## src/rtl/sort_sequencer.sv

```systemverilog
// sort_sequencer
//   Controller for the bubble-sort datapath. Collects N unsigned entries over a
//   valid/ready load port, sorts them in place with one compare-and-swap step
//   per clock, then streams the ascending result out over a valid/ready port
//   with a last marker.
//
//   Optional build macro: SORT_EARLY_EXIT_EN
//     When defined, a pass that performs no swaps ends the sort immediately.
//     Output data and swap_cnt are unchanged; only the SORT latency differs.
//
// Parameters
//   N  entries per batch (2..16)
//   W  entry width in bits (unsigned)
//
// Ports
//   clk        system clock, rising edge
//   rst        synchronous, active-high reset
//   in_valid   load entry present
//   in_data    load entry value
//   in_ready   load accepted (IDLE only)
//   start      begin sorting (honoured in FULL only)
//   busy       high while sorting or streaming out
//   done       one-cycle pulse after the final output transfer
//   out_valid  sorted entry present
//   out_data   sorted entry value
//   out_last   marks entry index N-1
//   out_ready  downstream accepts the entry
//   swap_cnt   swaps made by the most recent sort
module sort_sequencer #(
    parameter int unsigned N = 4,
    parameter int unsigned W = 4
) (
    input  logic         clk,
    input  logic         rst,
    input  logic         in_valid,
    input  logic [W-1:0] in_data,
    output logic         in_ready,
    input  logic         start,
    output logic         busy,
    output logic         done,
    output logic         out_valid,
    output logic [W-1:0] out_data,
    output logic         out_last,
    input  logic         out_ready,
    output logic [7:0]   swap_cnt
);

    localparam int unsigned IW = (N > 2) ? $clog2(N) : 1;
    localparam logic [IW-1:0] LAST_IDX  = IW'(N - 1);
    localparam logic [IW-1:0] LAST_PASS = IW'(N - 2);

    typedef enum logic [1:0] {
        IDLE = 2'd0,
        FULL = 2'd1,
        SORT = 2'd2,
        OUT  = 2'd3
    } state_t;

    state_t        state;
    state_t        state_nxt;

    logic [W-1:0]  entry [N];
    logic [IW-1:0] wr_idx;
    logic [IW-1:0] rd_idx;
    logic [IW-1:0] step;
    logic [IW-1:0] step_p1;
    logic [IW-1:0] pass;
    logic [7:0]    swap_cnt_q;
    logic          done_q;

`ifdef SORT_EARLY_EXIT_EN
    logic          pass_swapped;
`endif

    logic [W-1:0]  cmp_lo;
    logic [W-1:0]  cmp_hi;
    logic          do_swap;
    logic          pass_end;
    logic          sort_end;
    logic          load_fire;
    logic          out_fire;
    logic          out_final;

    // ------------------------------------------------------------------
    // Compare-and-swap datapath and sequencing decisions
    // ------------------------------------------------------------------
    always_comb begin
        step_p1   = step + IW'(1);
        cmp_lo    = entry[step];
        cmp_hi    = entry[step_p1];
        // strict greater-than keeps equal keys in their original order
        do_swap   = (state == SORT) && (cmp_lo > cmp_hi);
        // each pass covers one fewer pair than the last
        pass_end  = (step == (LAST_PASS - pass));
`ifdef SORT_EARLY_EXIT_EN
        sort_end  = pass_end && ((pass == LAST_PASS) || !(pass_swapped || do_swap));
`else
        sort_end  = pass_end && (pass == LAST_PASS);
`endif
        load_fire = (state == IDLE) && in_valid;
        out_fire  = (state == OUT) && out_ready;
        out_final = out_fire && (rd_idx == LAST_IDX);
    end

    // ------------------------------------------------------------------
    // FSM: state register
    // ------------------------------------------------------------------
    always_ff @(posedge clk) begin
        if (rst) begin
            state <= IDLE;
        end else begin
            state <= state_nxt;
        end
    end

    // ------------------------------------------------------------------
    // FSM: next state and outputs
    // ------------------------------------------------------------------
    always_comb begin
        state_nxt = state;
        in_ready  = 1'b0;
        busy      = 1'b0;
        out_valid = 1'b0;
        out_last  = 1'b0;
        out_data  = '0;
        unique case (state)
            IDLE: begin
                in_ready = 1'b1;
                if (load_fire && (wr_idx == LAST_IDX)) begin
                    state_nxt = FULL;
                end
            end
            FULL: begin
                if (start) begin
                    state_nxt = SORT;
                end
            end
            SORT: begin
                busy = 1'b1;
                if (sort_end) begin
                    state_nxt = OUT;
                end
            end
            OUT: begin
                busy      = 1'b1;
                out_valid = 1'b1;
                out_data  = entry[rd_idx];
                out_last  = (rd_idx == LAST_IDX);
                if (out_final) begin
                    state_nxt = IDLE;
                end
            end
            default: state_nxt = IDLE;
        endcase
    end

    // ------------------------------------------------------------------
    // Counters, swap tally and done pulse
    // ------------------------------------------------------------------
    always_ff @(posedge clk) begin
        if (rst) begin
            wr_idx       <= '0;
            rd_idx       <= '0;
            step         <= '0;
            pass         <= '0;
            swap_cnt_q   <= '0;
            done_q       <= 1'b0;
`ifdef SORT_EARLY_EXIT_EN
            pass_swapped <= 1'b0;
`endif
        end else begin
            done_q <= out_final;
            unique case (state)
                IDLE: begin
                    if (load_fire) begin
                        wr_idx <= (wr_idx == LAST_IDX) ? '0 : wr_idx + IW'(1);
                    end
                end
                FULL: begin
                    if (start) begin
                        swap_cnt_q   <= '0;
                        pass         <= '0;
                        step         <= '0;
`ifdef SORT_EARLY_EXIT_EN
                        pass_swapped <= 1'b0;
`endif
                    end
                end
                SORT: begin
                    if (do_swap) begin
                        swap_cnt_q <= swap_cnt_q + 8'd1;
                    end
                    if (pass_end) begin
                        step <= '0;
                        pass <= pass + IW'(1);
`ifdef SORT_EARLY_EXIT_EN
                        pass_swapped <= 1'b0;
`endif
                        if (sort_end) begin
                            rd_idx <= '0;
                        end
                    end else begin
                        step <= step_p1;
`ifdef SORT_EARLY_EXIT_EN
                        pass_swapped <= pass_swapped | do_swap;
`endif
                    end
                end
                OUT: begin
                    if (out_fire) begin
                        rd_idx <= (rd_idx == LAST_IDX) ? '0 : rd_idx + IW'(1);
                    end
                end
                default: ;
            endcase
        end
    end

    // ------------------------------------------------------------------
    // Entry storage: load writes in IDLE, in-place swaps in SORT
    // ------------------------------------------------------------------
    always_ff @(posedge clk) begin
        if (!rst) begin
            if (load_fire) begin
                entry[wr_idx] <= in_data;
            end else if (do_swap) begin
                entry[step]    <= cmp_hi;
                entry[step_p1] <= cmp_lo;
            end
        end
    end

    assign done     = done_q;
    assign swap_cnt = swap_cnt_q;

endmodule

```

## config.mk

```make
export PLATFORM = sky130hd
export DESIGN_NAME = sort_sequencer
export DESIGN_NICKNAME = d
export VERILOG_FILES = /design/src/rtl/sort_sequencer.sv
export SDC_FILE = /design/constraint.sdc
export NUM_CORES = 1
export LEC_CHECK = 0
export BUFFER_PORTS_ARGS = -buffer_cell sky130_fd_sc_hd__buf_2
export CORE_MARGIN = 3
export CORE_UTILIZATION = 55
export CTS_CLUSTER_SIZE = 28
export DETAILED_ROUTE_END_ITERATION = 16
export PLACE_DENSITY = 0.85
export SYNTH_ARGS = -nofsm -noshare
export SYNTH_HDL_FRONTEND = slang
export SYNTH_SLANG_ARGS = --single-unit
```

## constraint.sdc

```tcl
create_clock -name clk -period 9.8 [get_ports clk]
set_clock_uncertainty 0.2 [all_clocks]
set_input_delay 0.98 -clock clk [delete_from_list [all_inputs] [get_ports clk]]
set_output_delay 0.98 -clock clk [all_outputs]
set_load 0.005 [all_outputs]
```

# After elaboration in Yosys (flattened, before gate mapping)
# Memory sizes are Yosys's and may differ from the RTL's. A register that Yosys moved wholly into a read port is not among the register bits.
# Cells that the tools add are included.
# classes
magnitude_cmp	1
n_eq_ne	14
n_reduce_logical	17
add_sub_neg	6
mux	38
# ops
operator	n
two-way mux 2 bit	17
two-way mux 8 bit	2
one-hot mux 8 bit (2 select lines)	1
two-way mux 1 bit	12
inequality test 2 bit, second input constant	6
one-hot mux 2 bit (2 select lines)	3
equality test 2 bit, second input constant	5
adder 2 x 1 -> 2 bit, second input constant	4
adder 8 x 1 -> 8 bit, second input constant	1
two-way mux 4 bit	2
one-hot mux 2 bit (4 select lines)	1
AND reduction 4 bit	2
logical AND 1 bit	6
AND reduction 3 bit	2
> comparator 4 bit	1
AND reduction 2 bit	2
nonzero test 2 bit	2
OR reduction 4 bit	1
equality test 2 x 1 -> 1 bit, second input constant	1
equality test 2 bit	1
zero test 2 bit	1
inequality test 2 x 1 -> 1 bit, second input constant	1
OR reduction 2 bit	1
subtractor 2 bit, first input constant	1
# word_totals
in_bits	9
mem_count	1
mem_bits_rw	16
reg_bits	19
wordCells	84
# mem_list
memory	words	width	rd	rd_ports_with_merged_regs	write_ports	line	source
entry	4	4	3	2	2	62	logic [W-1:0] entry [N];

# Depth between registers and ports, before layout
# Gate-level depths: netlist of run 1.
# An unclocked memory read counts as a cell.
# logic_depth
ltp_word	10
ltp_mapped	13

# Worst setup path before layout of run 1
# No wires, ideal clock.
# synth_timing
path_type	register -> register
from	register step[0]
to	memory entry[0][0] (enable)
stages_incl_launch_ff	14
path_buffers	3
arrival_ps	3165
slack_ps	6056
path_cell_list	dfxtp_1 buf_2 inv_1 ha_1 clkbuf_1 mux4_2 inv_1 ha_1 nand4_1 nand4b_1 a21oi_1 clkbuf_1 o21ai_0 o41ai_1
# synth_lines
item	line	source
start: declaration	65	logic [IW-1:0] step;
start signal: assignment	203	step <= step_p1;
end: declaration	62	

==> flow_summary_export.csv, run 1 <==
group,metric,value,unit
status,run_status,"finished clean",
critical_path,cp-start-kind,"register",
finish,regArea,941,um2
drt,drt_iter0_markers,124,
global_route,grtUsageMet2,33.6,%
power,ir_drop,0.0000981,V
drt,via_per_inst,6.20,
clock_network,cts_buffers,5,
power,p_int,269,uW
min_path,hold_start,"swap_cnt[7]",
placement,placed_cells,295,
global_route,track_usage,21.7,%
global_route,use_met1,30.2,%
finish,final_nets,277,
sta,tightestPinTransition,0.868,ns
power,p_leak,1.03,nW
clock_network,cts.path.max_buffers,2,
placement,hpwl,4000,um
min_path,hold_path.class,"register to register",
critical_path,critPathCaptureType,"register",
clock_network,path_clk_slew,0.08,ns
clock_network,clk_latency,0.30,ns
floorplanning,num_io_pins,26,
sta,setup_tns,0,ns
finish,fill_cells,325,
critical_path,r2r-start,"step[0]",
floorplanning,core-area,4120,um2
finish,final_cells,303,
sta,max_freq,258,MHz
global_route,first_global_vias,1757,
drt,route.detailed.drc,0,
global_route,grt-busiest-layer,"met2",
global_route,antenna_found_initial,0,
logic_synthesis,ys_seq_elements,39,
logic_synthesis,syn_avg_cell_area,10.4,um2
global_route,grt_max_degree,25,
placement,port_buffers,25,
logic_synthesis,synthArstFlopShare,0,%
logic_synthesis,ys_types,42,
drt,drt-total-wl,5310,um
sta,hold_viol_final,0,
logic_synthesis,synth_edf_count,16,
clock_network,cts-root-buf,"clkbuf_8",
power,swShare,31.3,%
logic_synthesis,syn_nets,257,
finish,multiInputGateArea,1380,um2
critical_path,cp_max_fo,24,
clock_network,cts_setup_buffers,0,
sta,fin_crit_sh,39.5,%
floorplanning,die_h,72.4,um
floorplanning,fp-row-count,23,
logic_synthesis,synth_ff_type,"dfxtp_1",
global_route,grt_pass1_wl,8710,um
logic_synthesis,syn_inst,232,
clock_network,cts_tree,"built",
floorplanning,dieArea,5240,um2
finish,diodes,0,
sta,slew_violations,0,
placement,gp_congestion,1.17,
global_route,grt_use_met3,4.99,%
drt,wl_per_cell,17.5,um
critical_path,cp.arrival,3.60,ns
power,p_sw,123,uW
finish,final_common_cell,"a21oi_1",
finish,layout_common_cells,"a21oi_1, buf_2, mux2i_1, dfxtp_1, nor2_1",
drt,drtAntennaViolNets,0,
floorplanning,die_w,72.4,um
critical_path,crit_required,9.53,ns
critical_path,startpoint,"step[0]",
sta,fin_crit,3.87,ns
floorplanning,floorplan.initialDensity,58.9,%
power,p_comb_share,25.0,%
sta,setup_viol,0,
power,power.share.clock,27.7,%
flow_run,cap_violations,0,
drt,num_vias,1879,
drt,drt_first_pass_iters,4,
sta,rsz0062_at_grt,"false",
finish,syn2layout_area_growth,8.94,%
logic_synthesis,synth_area,2420,um2
global_route,grt-ovfl-total,0,
clock_network,cts_htree_levels,2,
finish,drive_gt1_share,20.9,%
power,pwr-share-seq,47.3,%
clock_network,cts.sinks,39,
clock_network,ctsHoldBuffers,0,
power,power_density,149,nW/um2
clock_network,cts_resized,0,
sta,relSlewSlack,41.3,%
logic_synthesis,synth_seq_area_share,38.8,%
critical_path,path_class,"register to register",
logic_synthesis,ys.warnings.count,0,
==> power groups by stage <==
| stage | Sequential, mW | Clock (mW) | Combinational, mW |
|---|---|---|---|
| after floorplan | 0.185 | 0 | 0.0789 |
| after global placement | 0.188 | 0 | 0.0935 |
| after detailed placement | 0.189 | 0 | 0.0960 |
| after CTS | 0.185 | 0.109 | 0.0968 |
| after global routing | 0.186 | 0.114 | 0.108 |
| final | 0.185 | 0.108 | 0.0982 |
==> kinds of logic after synthesis <==
family / after synthesis / synth area share (%)
flops: 39 / 38.8
mux: 36 / 21.2
xor+xnor: 3 / 1.08
simple gates: 62 / 13.1
buf+inv: 24 / 4.24
fa+ha+maj: 16 / 8.26
compound gates: 52 / 13.3
==> critical path: stages (launching register included) <==
cell and delay [ns]:
dfxtp_1 0.60, inv_1 0.19, ha_1 0.49, mux4_2 0.59
inv_1 0.09, ha_1 0.28, nand4_1 0.18, nand4b_1 0.11
a21oi_1 0.13, buf_4 0.28, o21ai_0 0.16, o41ai_1 0.19
==> cell type report <==
cell class	count	area share [%]
multi-input cells	169	52.3
flip-flops and latches	39	35.7
repair buffers	26	5.03
clock buffers	7	2.89
well taps	50	2.37
inverters	11	1.56
clock inverters	1	0.237
==> layer usage <==
layer  up-vias  part of all wire, %
met4         0                  1.7
li1        900                    -
met5         -                    0
met1       890                   45
met3         8                  8.1
met2        81                   45
==> synth_stat cells, drive strengths merged, types with 4 or more instances <==
master	instances	area share, %
a21oi	28	5.8
and2	6	1.5
clkbuf	10	1.5
dfxtp	23	19
edfxtp	16	20
ha	16	8.3
inv	11	1.7
mux2i	24	10
mux4	12	11
nand2	14	2.2
nand3	4	0.83
nor2	18	2.8
nor3	4	0.83
o21ai	9	1.9
or3	5	1.4
==> through the flow <==
step	hold slack, ns	utilization, %	power, mW	worst slack [ns]	instance area, um2
6_report	0.289	64.1	0.392	5.93	2640
5_1_grt	0.330	64.1	0.408	5.76	2640
3_3_place_gp	0.273	62.1	0.281	6.16	2560
3_5_place_dp	0.286	62.1	0.285	6.03	2560
2_1_floorplan	0.265	-	0.264	6.06	2420
4_1_cts	0.297	64.1	0.391	6.00	2640
==> final timing paths <==
kind | to | slack (ns) | cells past startpoint
worst max-delay path | entry[0][2] | 5.93 | 11
worst min-delay path | swap_cnt[7] | 0.29 | 2
worst max register to register | entry[0][2] | 5.93 | 11
worst min register to register | swap_cnt[7] | 0.29 | 2
(Power assumes the default switching activity.)
==> run 2: changes to the inputs <==
--- a/config.mk
+++ b/config.mk
@@ -7,10 +7,10 @@
 export LEC_CHECK = 0
 export BUFFER_PORTS_ARGS = -buffer_cell sky130_fd_sc_hd__buf_2
 export CORE_MARGIN = 3
-export CORE_UTILIZATION = 55
+export CORE_UTILIZATION = 53
 export CTS_CLUSTER_SIZE = 28
 export DETAILED_ROUTE_END_ITERATION = 16
-export PLACE_DENSITY = 0.85
+export PLACE_DENSITY = 0.86
 export SYNTH_ARGS = -nofsm -noshare
 export SYNTH_HDL_FRONTEND = slang
 export SYNTH_SLANG_ARGS = --single-unit
==> constraint.sdc (replaced) <==
create_clock -name clk -period 3.4 [get_ports clk]
set_clock_uncertainty 0.2 [all_clocks]
set_input_delay 0.34 -clock clk [delete_from_list [all_inputs] [get_ports clk]]
set_output_delay 0.34 -clock clk [all_outputs]
set_load 0.005 [all_outputs]
==> run 2 against run 1 <==
  * Non-clock buffer count up 3
  * Critical path depth shrank 2
  * Total power grew to 3.0 times the previous value
  * Sequential power increased to 2.9 times the previous value
  * Global-route usage barely moved
  * Clock power rose to 3.1 times the previous value
  * Clock-buffer cell count unchanged
  * Largest power group unchanged
==> flow_summary_export.csv, run 2 (synthesis gave the netlist of run 1 again) <==
group,metric,value,unit
status,run_status,"finished clean",
power,pwr-share-seq,45.4,%
drt,route.met3.wl,412,um
clock_network,cts_buffers,5,
finish,multiInputGateArea,1400,um2
power,p_int,810,uW
clock_network,cts_htree_levels,2,
sta,relSlewSlack,41.8,%
power,power.share.clock,28.9,%
placement,hpwl,4040,um
sta,max_freq,310,MHz
sta,setup_ws,0.173,ns
floorplanning,fp-row-count,23,
sta,rsz0062_at_grt,"false",
global_route,grt-ovfl-total,0,
floorplanning,num_io_pins,26,
critical_path,critPathCaptureType,"register",
finish,fill_cells,324,
clock_network,cts_tree,"built",
finish,regArea,941,um2
power,p_sw,356,uW
critical_path,cp.arrival,3.26,ns
sta,setup_viol,0,
sta,fin_crit,3.23,ns
flow_run,cap_violations,0,
global_route,grt_max_degree,21,
min_path,hold_start,"out_ready",
critical_path,startpoint,"step[0]",
critical_path,max_stage_delay,0.58,ns
finish,layout_common_cells,"a21oi_1, buf_2, mux2i_1, dfxtp_1, nor2_1",
floorplanning,die_w,73.6,um
critical_path,path_cells,"inv_1, ha_4, mux4_2, ha_1, and2b_2, o211ai_4, a311o_2, or3_2, a21oi_1",
finish,drive_gt1_share,23.8,%
power,swShare,30.5,%
global_route,antenna_found_initial,0,
sta,fin_crit_sh,94.9,%
floorplanning,floorplan.initialDensity,57.7,%
finish,final_common_cell,"a21oi_1",
drt,drtAntennaViolNets,0,
drt,wl_per_cell,17.4,um
critical_path,r2r-start,"step[0]",
finish,diodes,0,
drt,dr.max_layer_used,"met4",
finish,syn2layout_area_growth,11.8,%
clock_network,clk_latency,0.30,ns
power,ir_drop,0.000251,V
clock_network,ctsHoldBuffers,0,
global_route,first_global_vias,1801,
floorplanning,die_h,73.6,um
finish,stdcell_area,2710,um2
global_route,grt_pass1_wl,8880,um
drt,dr_wl_met2,2530,um
drt,via_per_inst,6.14,
drt,drt-total-wl,5330,um
sta,tightestPinTransition,0.861,ns
power,p_comb_share,25.7,%
drt,drt_iter0_markers,120,
floorplanning,dieArea,5420,um2
power,power_density,431,nW/um2
clock_network,cts-root-buf,"clkbuf_8",
finish,final_nets,280,
critical_path,path_class,"register to register",
clock_network,cts_setup_buffers,0,
sta,hold_viol_final,0,
global_route,track_usage,21.7,%
power,power,1.17,mW
clock_network,cts_resized,0,
min_path,hold_path.class,"input pin to register",
floorplanning,core-area,4200,um2
critical_path,cp_max_fo,12,
clock_network,path_clk_slew,0.08,ns
placement,gp_congestion,0.861,
clock_network,cts.path.max_buffers,2,
sta,setup_tns,0,ns
drt,route.layer.met1.wl,2270,um
drt,num_vias,1878,
critical_path,cp-start-kind,"register",
drt,drt_first_pass_iters,4,
drt,route.detailed.drc,0,
sta,hold_ws,0.109,ns
critical_path,slowest_stage,"mux4_2",
placement,port_buffers,25,
placement,pre_cts_ws,0.0782,ns
placement,dpl-instance-area,2590,um2
sta,slew_violations,0,
clock_network,cts.sinks,39,
critical_path,crit_required,3.43,ns
power,p_leak,1.06,nW
[run 2: cell count changes in the layout (fill, tap and decap cells not counted), moves of 2 or more]
cell	change
a21oi_1	-2
a21oi_2	+2
buf_4	+2
clkbuf_1	-2
[run 2: final timing paths]
path | endpoint | slack, ns | cells after the start
setup / recovery | swap_cnt[4] | 0.17 | 9
setup reg to reg | swap_cnt[4] | 0.17 | 9
hold / removal | done | 0.11 | 2
hold reg to reg | swap_cnt[7] | 0.29 | 2
[run 2: area by class of cell]
cell class | instances | share of cell area, %
inverter | 11 | 1.52
sequential | 39 | 34.8
timing repair buffer | 29 | 6.19
multi-input combinational | 169 | 51.7
clock inverter | 1 | 0.323
tap | 50 | 2.31
clock buffer | 7 | 3.23
[run 2: power by group through the flow]
stage                     registers, mW  logic, mW  clock network, mW
after floorplan                   0.532      0.231                  0
after global placement            0.537      0.277                  0
after detailed placement          0.539      0.285                  0
after CTS                         0.528      0.287              0.342
after global routing              0.531      0.331              0.360
final                             0.529      0.299              0.337
[run 2: metal layers]
metal,vias to the layer above,track usage (%)
li1,901,-
met1,892,29.7
met2,71,31.6
met3,14,6.84
met4,0,9.46
met5,-,0
[run 2: worst max-delay path: cells and delay by family, from the launching register on]
family | cells | cell delay (ns)
buffers and inverters | 1 | 0.08
AOI/OAI and AO/OA | 3 | 0.71
DFF | 1 | 0.35
muxes | 1 | 0.58
and+or+nand+nor | 2 | 0.70
adders and majority gates | 2 | 0.54
[run 2: through the flow]
stage	util, %	cells
floorplan	-	232
global route	64.4	306
CTS	64.1	306
finish	64.4	306
global placement	61.8	298
detailed placement	61.8	298
==> run 3: changes to the inputs <==
--- a/config.mk
+++ b/config.mk
@@ -6,10 +6,11 @@
 export NUM_CORES = 1
 export LEC_CHECK = 0
 export BUFFER_PORTS_ARGS = -buffer_cell sky130_fd_sc_hd__buf_2
-export CORE_MARGIN = 3
+export CORE_MARGIN = 10
 export CORE_UTILIZATION = 53
 export CTS_CLUSTER_SIZE = 28
 export DETAILED_ROUTE_END_ITERATION = 16
+export MAX_ROUTING_LAYER = met4
 export PLACE_DENSITY = 0.86
 export SYNTH_ARGS = -nofsm -noshare
 export SYNTH_HDL_FRONTEND = slang
==> run 3 against run 2 <==
  * Register-to-register slack worse by 0.03 ns
  * Design area up 1.3%
  * Highest routed layer unchanged
  * Maximum frequency down 0.96%
  * Sequential cell count unchanged
  * Setup slack worse by 0.031 ns
==> flow_summary_export.csv, run 3 (synthesis gave the netlist of run 1 again) <==
group,metric,value,unit
clock_network,clk_latency,0.30,ns
sta,tightestPinTransition,0.956,ns
global_route,grt_max_degree,19,
clock_network,cts_tree,"built",
power,power.share.clock,29.8,%
sta,slew_violations,0,
placement,pre_cts_ws,0.0262,ns
drt,drtAntennaViolNets,0,
drt,via_per_inst,6.11,
floorplanning,floorplan.initialDensity,55.3,%
critical_path,crit_required,3.25,ns
global_route,grtUsageMet2,23.9,%
power,p_sw,360,uW
critical_path,cpMostUsedCell,"inv_1",
finish,final_cells,313,
global_route,track_usage,15.4,%
power,power_density,436,nW/um2
floorplanning,dieArea,7670,um2
drt,num_vias,1913,
floorplanning,die_w,87.6,um
floorplanning,num_io_pins,26,
power,p_comb_share,26.0,%
critical_path,cp_max_fo,10,
floorplanning,fp-row-count,24,
drt,drt_first_pass_iters,4,
flow_run,cap_violations,0,
clock_network,cts_htree_levels,2,
global_route,antenna_found_initial,0,
sta,relSlewSlack,35.5,%
finish,final_nets,285,
critical_path,max_stage_delay,0.57,ns
power,p_int,835,uW
finish,final_common_cell,"a21oi_1",
drt,route.detailed.drc,0,
placement,placed_cells,300,
power,swShare,30.2,%
drt,drt-total-wl,5700,um
critical_path,r2r-start,"step[0]",
finish,diodes,0,
critical_path,reg2reg_depth,11,
finish,layout_common_cells,"a21oi_1, buf_2, mux2i_1, dfxtp_1, nor2_1",
global_route,first_global_vias,1786,
clock_network,cts-root-buf,"clkbuf_8",
placement,port_buffers,25,
critical_path,slowest_stage,"mux4_2",
placement,hpwl,4150,um
finish,fill_cells,354,
critical_path,timing.reg2reg.setup_slack,0.14,ns
sta,setup_ws,0.141,ns
critical_path,path_class,"register to register",
min_path,hold_path.class,"input pin to register",
min_path,holdPathStages,3,
power,pwr-share-seq,44.3,%
sta,fin_crit,3.26,ns
global_route,grt-ovfl-total,0,
clock_network,cts_buffers,5,
power,p_leak,1.08,nW
clock_network,cts.sinks,39,
sta,max_freq,307,MHz
clock_network,cts.path.max_buffers,2,
global_route,grt_pass1_wl,9000,um
global_route,use_met1,18.8,%
finish,syn2layout_area_growth,13.2,%
sta,fin_crit_sh,95.8,%
min_path,hold_start,"in_valid",
sta,setup_tns,0,ns
placement,gp_congestion,0.919,
floorplanning,die_h,87.6,um
finish,drive_gt1_share,25.7,%
power,power,1.20,mW
power,ir_drop,0.000249,V
critical_path,path_cells,"inv_1, ha_4, mux4_2, inv_1, ha_1, and2b_2, o211ai_4, a21oi_2, buf_4, nor2_1, a21oi_1",
critical_path,cp-start-kind,"register",
sta,setup_viol,0,
sta,hold_viol_final,0,
status,run_status,"finished clean",
global_route,grt-busiest-layer,"met2",
critical_path,reg2reg_to,"entry[2][3]",
clock_network,path_clk_slew,0.08,ns
drt,drt_iter0_markers,165,
clock_network,ctsHoldBuffers,0,
critical_path,cp.arrival,3.11,ns
floorplanning,core-area,4380,um2
drt,wl_per_cell,18.2,um
critical_path,critPathCaptureType,"register",
global_route,grt_use_met3,3.81,%
min_path,holdPathEnd,"wr_idx[1]",
## run 3: changes by cell type in the layout (fill, tap and decap cells not counted)
cell and change:
buf_12 -1, buf_4 +5, clkbuf_8 +1, clkinv_4 -1, inv_4 +1, o21ai_0 -1
o21ai_2 +1
## run 3: per-stage QoR
stage          hold slack [ns]  instance area (um2)  utilization [%]
2_1_floorplan            0.265                 2440                -
6_report                 0.121                 2740             62.6
3_3_place_gp             0.265                 2580             59.0
4_1_cts                  0.124                 2690             61.3
5_1_grt                  0.130                 2740             62.6
3_5_place_dp             0.287                 2580             59.0
## run 3: how the worst max path moves through the flow
stage | from | endpoint | slack [ns] | cells after the start
after floorplan | step[0] | entry[0][0] | 0.03 | 13
after detailed placement | step[0] | swap_cnt[4] | 0.03 | 9
after global placement | step[0] | swap_cnt[3] | 0.08 | 9
after global routing | step[0] | swap_cnt[4] | -0.02 | 10
after CTS | step[0] | entry[2][2] | 0.0009 | 10
final | step[0] | entry[2][3] | 0.14 | 11
## run 3: cell type report
type	instances	area (um2)	share of cell area, %
inverters	11	41.3	1.51
multi-input cells	169	1400	51.1
flip-flops and latches	39	941	34.3
repair buffers	34	190	6.93
clock buffers	7	96.3	3.51
clock inverters	1	6.26	0.228
well taps	52	65.1	2.37
## run 3: power by group through the flow
stage	sequential [mW]	clock, mW	combinational [mW]
finish	0.529	0.356	0.310
floorplan	0.532	0	0.231
CTS	0.529	0.358	0.283
global route	0.532	0.378	0.339
detailed placement	0.540	0	0.281
global placement	0.537	0	0.274
## run 3: what timing repair did
item / CTS / global route
resized for setup: 0 / 5
buffers inserted: 0 / 5
endpoints found under the setup margin: 0 / 37
## run 3: worst max-delay path: cells and delay by family (launching register included)
kind / cells / cell delay (ns)
and+or+nand+nor: 2 / 0.47
buffers and inverters: 3 / 0.40
DFF: 1 / 0.34
muxes: 1 / 0.57
adders and majority gates: 2 / 0.57
AOI/OAI and AO/OA: 3 / 0.44
## run 3: metal layers
metal / vias up / share of wire [%]
li1: 915 / -
met3: 9 / 5.8
met2: 53 / 51
met1: 936 / 41
met4: 0 / 1.5
met5: - / 0
